`config.mk`:
```
export PLATFORM = sky130hd
export DESIGN_NAME = divider_seq
export DESIGN_NICKNAME = d
export VERILOG_FILES = /design/src/rtl/divider_seq.sv
export SDC_FILE = /design/constraint.sdc
export NUM_CORES = 1
export LEC_CHECK = 0
export BUFFER_PORTS_ARGS = -buffer_cell sky130_fd_sc_hd__buf_2
export CELL_PAD_IN_SITES_DETAIL_PLACEMENT = 1
export CELL_PAD_IN_SITES_GLOBAL_PLACEMENT = 2
export CORE_ASPECT_RATIO = 0.6
export CORE_UTILIZATION = 33
export DETAILED_ROUTE_END_ITERATION = 7
export PLACE_DENSITY_LB_ADDON = 0.1
export SKIP_CTS_REPAIR_TIMING = 1
export SLEW_MARGIN = 20
export SYNTH_ARGS = -nofsm -noshare
export SYNTH_HDL_FRONTEND = slang
export SYNTH_SLANG_ARGS = --single-unit
```
`constraint.sdc`:
```
create_clock -name clk -period 2.67 [get_ports clk]
set_clock_uncertainty 0.05 [all_clocks]
set_input_delay 0.1335 -clock clk [delete_from_list [all_inputs] [get_ports clk]]
set_output_delay 0.1335 -clock clk [all_outputs]
set_load 0.005 [all_outputs]
```
`src/rtl/divider_seq.sv`:
```
// Sequential unsigned restoring divider: one quotient bit per clock by trial
// subtraction, with a start/busy/done handshake and divide-by-zero reporting.
module divider_seq #(
    parameter int unsigned WIDTH = 4
) (
    input  logic             clk,
    input  logic             rst_n,
    input  logic             start,
    input  logic [WIDTH-1:0] dividend,
    input  logic [WIDTH-1:0] divisor,
    output logic             busy,
    output logic             done,
    output logic [WIDTH-1:0] quotient,
    output logic [WIDTH-1:0] remainder,
    output logic             div_by_zero
);

    localparam int unsigned CW = $clog2(WIDTH + 1);

    typedef enum logic [1:0] {
        IDLE,
        RUN,
        DONE
    } state_t;

    state_t           state, state_n;
    logic [WIDTH:0]   r, r_n;
    logic [WIDTH-1:0] q, q_n;
    logic [WIDTH-1:0] dvsr, dvsr_n;
    logic [CW-1:0]    cnt, cnt_n;
    logic             busy_n, done_n, dbz_n;
    logic [WIDTH-1:0] quotient_n, remainder_n;
    logic [WIDTH:0]   r_shift, t;

    // State and datapath registers
    always_ff @(posedge clk) begin
        if (!rst_n) begin
            state       <= IDLE;
            r           <= '0;
            q           <= '0;
            dvsr        <= '0;
            cnt         <= '0;
            busy        <= 1'b0;
            done        <= 1'b0;
            quotient    <= '0;
            remainder   <= '0;
            div_by_zero <= 1'b0;
        end else begin
            state       <= state_n;
            r           <= r_n;
            q           <= q_n;
            dvsr        <= dvsr_n;
            cnt         <= cnt_n;
            busy        <= busy_n;
            done        <= done_n;
            quotient    <= quotient_n;
            remainder   <= remainder_n;
            div_by_zero <= dbz_n;
        end
    end

    // Next-state, iteration step and registered-output values
    always_comb begin
        state_n     = state;
        r_n         = r;
        q_n         = q;
        dvsr_n      = dvsr;
        cnt_n       = cnt;
        busy_n      = 1'b0;
        done_n      = 1'b0;
        quotient_n  = quotient;
        remainder_n = remainder;
        dbz_n       = div_by_zero;

        // Trial subtraction as add of inverted divisor with carry-in 1
        r_shift = {r[WIDTH-1:0], q[WIDTH-1]};
        t       = r_shift + ~{1'b0, dvsr} + (WIDTH + 1)'(1);

        case (state)
            IDLE, DONE: begin
                if (start) begin
                    dvsr_n = divisor;
                    if (divisor != '0) begin
                        state_n = RUN;
                        r_n     = '0;
                        q_n     = dividend;
                        cnt_n   = CW'(WIDTH);
                        busy_n  = 1'b1;
                    end else begin
                        state_n     = DONE;
                        done_n      = 1'b1;
                        quotient_n  = '1;
                        remainder_n = dividend;
                        dbz_n       = 1'b1;
                    end
                end else if (state == DONE) begin
                    state_n = IDLE;
                end
            end
            RUN: begin
                q_n   = {q[WIDTH-2:0], ~t[WIDTH]};
                r_n   = t[WIDTH] ? r_shift : t;
                cnt_n = cnt - CW'(1);
                if (cnt == CW'(1)) begin
                    state_n     = DONE;
                    done_n      = 1'b1;
                    quotient_n  = q_n;
                    remainder_n = r_n[WIDTH-1:0];
                    dbz_n       = 1'b0;
                end else begin
                    busy_n = 1'b1;
                end
            end
            default: state_n = IDLE;
        endcase
    end

endmodule

```
# [Word-level counts from Yosys, hierarchy flattened]
# Index checks and enable logic that the tools add are counted.
[totals] ff_bits=28 input_bits=11 out_inout_bits=11
[classes] n_addsub=3 eq_ne=8 muxes=35 bitwise_logic=2 reduce_logical=8
[op_table] op="2-to-1 mux 4 bit" count=11
[op_table] op="case mux 4 bit (2 select lines)" count=4
[op_table] op="2-to-1 mux 1 bit" count=9
[op_table] op="2-to-1 mux 2 bit" count=4
[op_table] op="inequality test 2 bit (second input constant)" count=4
[op_table] op="2-to-1 mux 3 bit" count=2
[op_table] op="case mux 1 bit (2 select lines)" count=3
[op_table] op="case mux 3 bit (2 select lines)" count=1
[op_table] op="adder 5 x 1 -> 5 bit (second input constant)" count=1
[op_table] op="adder 5 bit" count=1
[op_table] op="NOT 4 -> 5 bit" count=1
[op_table] op="case mux 2 bit (2 select lines)" count=1
[op_table] op="AND reduction 2 bit" count=2
[op_table] op="AND reduction 4 bit" count=1
[op_table] op="nonzero test 4 bit" count=1
[op_table] op="equality test 3 x 1 -> 1 bit (second input constant)" count=1
[op_table] op="inequality test 3 bit (second input constant)" count=1
[op_table] op="AND reduction 3 bit" count=1
[op_table] op="subtractor 3 x 1 -> 3 bit (second input constant)" count=1
[op_table] op="equality test 2 x 1 -> 1 bit (second input constant)" count=1
[op_table] op="equality test 2 bit (second input constant)" count=1
[op_table] op="zero test 2 bit" count=1
[op_table] op="nonzero test 2 bit" count=1
[op_table] op="OR reduction 2 bit" count=1
[op_table] op="NOT 1 bit" count=1

# [Longest topological paths before layout]
# Gate-level depths: netlist of run 1.
[depth] ltp_word=6 ltp_mapped=8

# [Worst setup path after synthesis of run 1]
# No wires, ideal clock.
[synth_timing] path_type="flip-flop to flip-flop" startpoint="register q[3]" endpoint="register remainder[2]" setup_ns=0.073 t_arrival_ns=1.888 setup_slack_ns=0.659 path_stages_with_launch=9 synth_period_minus_slack_ns=2.011 path_cell_list="dfxtp_1 -> inv_1 -> ha_1 -> fa_1 -> nand2b_4 -> a21oi_4 -> xnor2_1 -> mux2_4 -> a31oi_4"
[synth_between] elab_chain_len=5
[synth_lines] item="start, declared" line="28" source="logic [WIDTH-1:0] q, q_n;"
[synth_lines] item="start signal, assigned" line="51" source="q <= q_n;"
[synth_lines] item="adder 5 bit" line="77" source="t = r_shift + ~{1'b0, dvsr} + (WIDTH + 1)'(1);"
[synth_lines] item="adder 5 x 1 -> 5 bit" line="77"
[synth_lines] item="2-to-1 mux 4 bit" line="102" source="r_n = t[WIDTH] ? r_shift : t;"
[synth_lines] item="2-to-1 mux 4 bit" line="104" source="if (cnt == CW'(1)) begin"
[synth_lines] item="case mux 4 bit (2 select lines)" line="79" source="case (state)"
[synth_lines] item="end signal, assigned" line="57" source="remainder <= remainder_n;"
[synth_lines] item="end, declared" line="14" source="output logic [WIDTH-1:0] remainder,"
# Every way passes these cells. The select of a mux whose other input is x is not followed.
# A chain may end at the register's enable or synchronous reset.

# [Worst setup path after layout of run 1]
[layout_timing] startpoint="register q[3]" endpoint="register remainder[0]"
[layout_between] elab_chain_len=5
[layout_lines] item="adder 5 bit" line="77"
[layout_lines] item="adder 5 x 1 -> 5 bit" line="77"
[layout_lines] item="2-to-1 mux 4 bit *" line="102"
[layout_lines] item="2-to-1 mux 4 bit *" line="104"
[layout_lines] item="case mux 4 bit (2 select lines) *" line="79"
# Every way passes the cells marked *; elsewhere a longest branch is shown, timed or not. The select of a mux whose other input is x is not followed.

==> flow_metrics.env, run 1 <==
export IMPL_clock_path_buffers=2
export IMPL_dr_max_layer_used="met4"
export IMPL_postSynthNetCount=168
export IMPL_p_per_area_mw_per_mm2=610
export IMPL_clock_fmax_mhz=452
export IMPL_fin_crit_ns=2.21
export IMPL_met3WireLength_um=98
export IMPL_synth_largest_area_cell="dfxtp_1"
export IMPL_via_count=1059
export IMPL_drv_slew=0
export IMPL_detail_route_antenna_nets=0
export IMPL_finalCritPeriodShare_pct=82.9
export IMPL_p_leak_nw=0.645
export IMPL_power_switching_w=0.000273
export IMPL_avgViaCountPerCell=4.86
export IMPL_die_w_um=84.2
export IMPL_clkTransAtPathRegs_ns=0.10
export IMPL_crit_required_ns=2.76
export IMPL_layout_drive_gt1_share_pct=21.6
export IMPL_dr_wl_met2_um=1180
export IMPL_ys_seq_area_share_pct=41.9
export IMPL_stdcell_area_mm2=0.00154
export IMPL_m1WireLength_um=1570
export IMPL_finalSetupViolations=0
export IMPL_syn_cell_area_mm2=0.00134
export IMPL_n_antenna_cell=0
export IMPL_synth_common_cells="30 x nor2_1, 28 x dfxtp_1, 12 x nand2_1"
export IMPL_cp_max_fo=4
export IMPL_critPathLaunchType="register"
export IMPL_wirelength_um=2880
export IMPL_drc=2
export IMPL_worstSkewPairLatency_ns=0.28
export IMPL_pwr_share_comb_pct=22.0
export IMPL_crit_type="register to register"
export IMPL_synth_edf_count=0
export IMPL_gr_usage_all_layers_pct=15.4
export IMPL_root_buffer="clkbuf_8"
export IMPL_relSlewSlack_pct=49.6
export IMPL_cts_sinks=28
export IMPL_seqPwrFrac_pct=49.4
export IMPL_p_int_w=0.000669
export IMPL_end_kind="register"
export IMPL_wl_per_cell_um=13.2
export IMPL_async_reset_ff_share_pct=0
export IMPL_drtIter0Drc=41
export IMPL_synth_area_top_cells="dfxtp_1 42%, nor2_1 8.4%, ha_1 5.6%"
export IMPL_rsz0062_at_grt="false"
export IMPL_synth_cell_types=31
export IMPL_outcome="finished, violations left"
export IMPL_synth_flop_cell="dfxtp_1"
export IMPL_finalHoldViolCount=0
export IMPL_synth_top_area_share_pct=41.9
export IMPL_rows=17
export IMPL_critPathArrivalTime_ns=2.30
export IMPL_hp_class="input pin to register"
export IMPL_cts_buffers=3
export IMPL_place_area_mm2=0.00149
export IMPL_ys_seq_elements=28
export IMPL_grt_pass1_wl_um=4890
export IMPL_initial_utilization_pct=35.6
export IMPL_syn_avg_cell_area_um2=8.93
export IMPL_grt_max_degree=23
export IMPL_ir_worst_vdd_mv=0.191
export IMPL_hpwl_um=2200
export IMPL_coreArea_mm2=0.00376
export IMPL_dieArea_mm2=0.00432
export IMPL_finalNetCount=190
export IMPL_gp_congestion=0.777
export IMPL_antenna_found_initial=0
export IMPL_fin_tns_setup_ns=0
export IMPL_firstDrtPassIters=6
export IMPL_worstMarginPinSlew_ns=0.755
export IMPL_overflow=0
export IMPL_io_buffers=21
export IMPL_violations="DRC"
export IMPL_p_clk_share_pct=28.6
export IMPL_htreeDepth=1
export IMPL_cts_tree="yes"
export IMPL_area_delta_synth_final_pct=15.2
export IMPL_yosysWarnings=0
export IMPL_die_y_um=51.3
export IMPL_p_sw_share_pct=29.0
export IMPL_syn_inst=150
export IMPL_yosys_cell_count_top_type="nor2_1"
export IMPL_io_pins=22
export IMPL_grt_pass1_vias=955
export IMPL_drv_cap=0
per-layer routing:
layer / vias up / global-route usage (%)
li1: 546 / -
met4: 0 / 6.03
met2: 11 / 22.1
met1: 498 / 21.6
met3: 4 / 4.36
met5: - / 0
placed cells by master (no fill, tap or decap), drive strengths merged, types with 6 or more instances in the layout:
| cell type | netlist | routed |
|---|---|---|
| o21ai | 6 | 6 |
| ha | 6 | 6 |
| buf | 3 | 24 |
| dfxtp | 28 | 28 |
| nor2 | 31 | 31 |
| nand2 | 12 | 12 |
| a21oi | 12 | 12 |
| a211oi | 8 | 8 |
| inv | 8 | 8 |
| mux2i | 7 | 7 |
worst paths after layout:
path,slack [ns],start,cells after the start,to
setup / recovery,0.46,q[3]$_SDFFE_PN0P_,8,remainder[0]$_SDFFE_PN0P_
hold / removal,0.05,divisor[1],3,dvsr[1]$_SDFFE_PN0P_
setup reg to reg,0.46,q[3]$_SDFFE_PN0P_,8,remainder[0]$_SDFFE_PN0P_
hold reg to reg,0.44,r[1]$_SDFFE_PN0P_,2,r[1]$_SDFFE_PN0P_
state kept, by name, summed over array words and instances (netlist names):
| signal | cells |
|---|---|
| quotient | 4 |
| dvsr | 4 |
| remainder | 4 |
| div_by_zero | 1 |
| state | 2 |
| q | 4 |
| r | 4 |
| cnt | 3 |
| busy | 1 |
| done | 1 |
cell type report:
cell class                 count  area (um^2)
multi-input combinational    107          711
fill                         450         2220
inverter                       8         30.0
clock buffer                   4         55.1
sequential                    28          561
tap                           47         58.8
timing repair buffer          24          128
cell families after synthesis:
group | count (synthesis) | share of synthesized area (%)
DFF | 28 | 41.9
adders and majority gates | 7 | 7.10
AOI/OAI and AO/OA | 33 | 17.5
and+or+nand+nor | 56 | 19.6
buffers and inverters | 15 | 5.05
muxes | 8 | 6.36
xor gates and xnor gates | 3 | 2.52
per-stage QoR:
stage	setup WS (ns)	hold WS, ns	power, W	cells	utilization, %
floorplan	0.659	0.205	0.000630	150	-
global placement	0.539	0.340	0.000680	214	39.5
detailed placement	0.468	0.344	0.000684	214	39.5
CTS	0.454	0.0441	0.000959	218	41.0
global route	0.264	0.0525	0.00100	218	41.0
finish	0.456	0.0520	0.000942	218	41.0
worst max-delay path, stage by stage, from the launching register on:
cell      delay (ns)
dfxtp_1         0.34
inv_1           0.06
ha_1            0.21
fa_1            0.40
nand2b_4        0.17
a21oi_4         0.16
xor2_2          0.26
mux2i_1         0.31
a31oi_1         0.11
power by group through the flow:
stage                     logic [W]  clock network [W]  registers [W]
final                      0.000207           0.000269       0.000465
after global routing       0.000233           0.000297       0.000470
after global placement     0.000206                  0       0.000474
after detailed placement   0.000209                  0       0.000475
after CTS                  0.000210           0.000283       0.000466
after floorplan            0.000158                  0       0.000472
Power figures use the tool's default switching activity.
==> run 2: changes to the inputs <==
--- a/config.mk
+++ b/config.mk
@@ -9,7 +9,7 @@
 export CELL_PAD_IN_SITES_DETAIL_PLACEMENT = 1
 export CELL_PAD_IN_SITES_GLOBAL_PLACEMENT = 2
 export CORE_ASPECT_RATIO = 0.6
-export CORE_UTILIZATION = 33
+export CORE_UTILIZATION = 30
 export DETAILED_ROUTE_END_ITERATION = 7
 export PLACE_DENSITY_LB_ADDON = 0.1
 export SKIP_CTS_REPAIR_TIMING = 1
==> constraint.sdc (replaced) <==
create_clock -name clk -period 2.03 [get_ports clk]
set_clock_uncertainty 0.05 [all_clocks]
set_input_delay 0.1015 -clock clk [delete_from_list [all_inputs] [get_ports clk]]
set_output_delay 0.1015 -clock clk [all_outputs]
set_load 0.005 [all_outputs]
==> run 2 against run 1 <==
Compared with the run above:
- the flow finishes with violations (setup timing)
- non-clock buffer count rose by 5
- fmax rose by 2.6%
- via count fell by 0.19%
- core utilization fell by 2.3 points
- global-route usage fell by 0.64 points
- flip-flop and latch count did not move
- wire length rose by 14%
- first-iteration DRC count fell by 73%
- critical path type unchanged
==> flow_metrics.env, run 2 (synthesized netlist as in run 1, its figures left out) <==
export IMPL_outcome="finished, violations left"
export IMPL_violations="setup timing"
export IMPL_grt_max_degree=23
export IMPL_fin_tns_setup_ns=-0.831
export IMPL_p_per_area_mw_per_mm2=775
export IMPL_antenna_found_initial=0
export IMPL_root_buffer="clkbuf_8"
export IMPL_layout_drive_gt1_share_pct=27.4
export IMPL_finalNetCount=195
export IMPL_drv_cap=0
export IMPL_worstMarginPinSlew_ns=0.795
export IMPL_p_clk_share_pct=25.1
export IMPL_cts_buffers=3
export IMPL_drv_slew=0
export IMPL_path_delay_family="adder cells"
export IMPL_finalHoldViolCount=0
export IMPL_detail_route_antenna_nets=0
export IMPL_dieArea_mm2=0.00474
export IMPL_firstDrtPassIters=3
export IMPL_io_buffers=21
export IMPL_layout_common_cells="29 x nor2_1, 27 x dfxtp_1, 21 x buf_2, 12 x nand2_1, 10 x a21oi_1"
export IMPL_setup_ws_ns=-0.128
export IMPL_die_w_um=88.2
export IMPL_stdcell_count=235
export IMPL_hpwl_um=2400
export IMPL_coreArea_mm2=0.00419
export IMPL_p_int_w=0.000870
export IMPL_end_kind="register"
export IMPL_power_switching_w=0.000387
export IMPL_cts_sinks=28
export IMPL_avgViaCountPerCell=4.50
export IMPL_grt_pass1_wl_um=5100
export IMPL_finalCritPeriodShare_pct=106
export IMPL_cts_tree="yes"
export IMPL_wirelength_um=3290
export IMPL_drtIter0Drc=11
export IMPL_gr_usage_all_layers_pct=14.7
export IMPL_crit_required_ns=2.11
export IMPL_overflow=0
export IMPL_clkTransAtPathRegs_ns=0.10
export IMPL_cpPeakStageDelay_ns=0.37
export IMPL_hp_class="input pin to register"
export IMPL_pwr_share_comb_pct=26.0
export IMPL_ir_worst_vdd_mv=0.258
export IMPL_cp_max_fo=4
export IMPL_drc=0
export IMPL_final_common_cell="nor2_1"
export IMPL_relSlewSlack_pct=46.9
export IMPL_via_count=1057
export IMPL_finalSetupViolations=9
export IMPL_wl_per_cell_um=14.0
export IMPL_io_pins=22
export IMPL_p_leak_nw=0.661
export IMPL_fin_crit_ns=2.16
export IMPL_gp_congestion=0.817
export IMPL_slowest_stage="fa_2"
export IMPL_rows=18
export IMPL_htreeDepth=1
export IMPL_crit_type="register to register"
export IMPL_critPathArrivalTime_ns=2.24
export IMPL_die_y_um=53.7
export IMPL_stdcell_area_mm2=0.00162
export IMPL_initial_utilization_pct=32.0
export IMPL_worstSkewPairLatency_ns=0.28
export IMPL_p_sw_share_pct=30.8
export IMPL_clock_fmax_mhz=463
export IMPL_rsz0062_at_grt="true"
export IMPL_critPathLaunchType="register"
export IMPL_post_place_cells=229
export IMPL_seqPwrFrac_pct=48.9
export IMPL_place_area_mm2=0.00152
export IMPL_fin_util_pct=38.7
export IMPL_n_antenna_cell=0
export IMPL_critPathBufInv=1
export IMPL_clock_path_buffers=2
export IMPL_crit_chain="inv_2 -> ha_4 -> fa_2 -> nand2b_4 -> a21oi_4 -> xor2_4 -> mux2i_2 -> a31oi_1"
export IMPL_grt_pass1_vias=1023
export IMPL_area_delta_synth_final_pct=21.1
-- run 2: per-layer routing --
metal	global-route usage, %	wire [um]
met1	20.5	1790
met2	23.2	1410
met3	4.14	82
met4	2.42	10
met5	0	0
-- run 2: worst min-delay path: stages --
cell,delay (ns)
buf_2,0.09
a21oi_1,0.05
nor2_1,0.07
-- run 2: worst paths after layout --
kind / start / to / slack, ns / depth (start not counted)
worst min-delay path: divisor[2] / dvsr[2]$_SDFFE_PN0P_ / 0.02 / 3
worst min register to register: div_by_zero$_SDFFE_PN0P_ / div_by_zero$_SDFFE_PN0P_ / 0.44 / 2
worst max-delay path: q[3]$_SDFFE_PN0P_ / remainder[0]$_SDFFE_PN0P_ / -0.13 / 8
worst max register to register: q[3]$_SDFFE_PN0P_ / remainder[0]$_SDFFE_PN0P_ / -0.13 / 8
-- run 2: power by group through the flow --
stage / registers, W / clock network, W / logic (W)
5_1_grt: 0.000620 / 0.000350 / 0.000361
3_5_place_dp: 0.000625 / 0 / 0.000288
6_report: 0.000614 / 0.000316 / 0.000327
4_1_cts: 0.000612 / 0.000323 / 0.000292
3_3_place_gp: 0.000624 / 0 / 0.000281
2_1_floorplan: 0.000621 / 0 / 0.000207
-- run 2: final cells by class --
| type | instances | area, um^2 |
|---|---|---|
| fillers | 515 | 2570 |
| inverters | 8 | 30.0 |
| multi-input cells | 107 | 748 |
| repair buffers | 29 | 165 |
| clock buffers | 3 | 41.3 |
| flip-flops and latches | 28 | 562 |
| well taps | 60 | 75.1 |
-- run 2: per-stage QoR --
| step | worst slack (ns) | hold WS [ns] | power [W] |
|---|---|---|---|
| global placement | -0.0930 | 0.315 | 0.000905 |
| floorplan | 0.0189 | 0.173 | 0.000829 |
| CTS | -0.265 | 0.0207 | 0.00123 |
| finish | -0.128 | 0.0180 | 0.00126 |
| global route | -0.190 | 0.0286 | 0.00133 |
| detailed placement | -0.217 | 0.318 | 0.000913 |
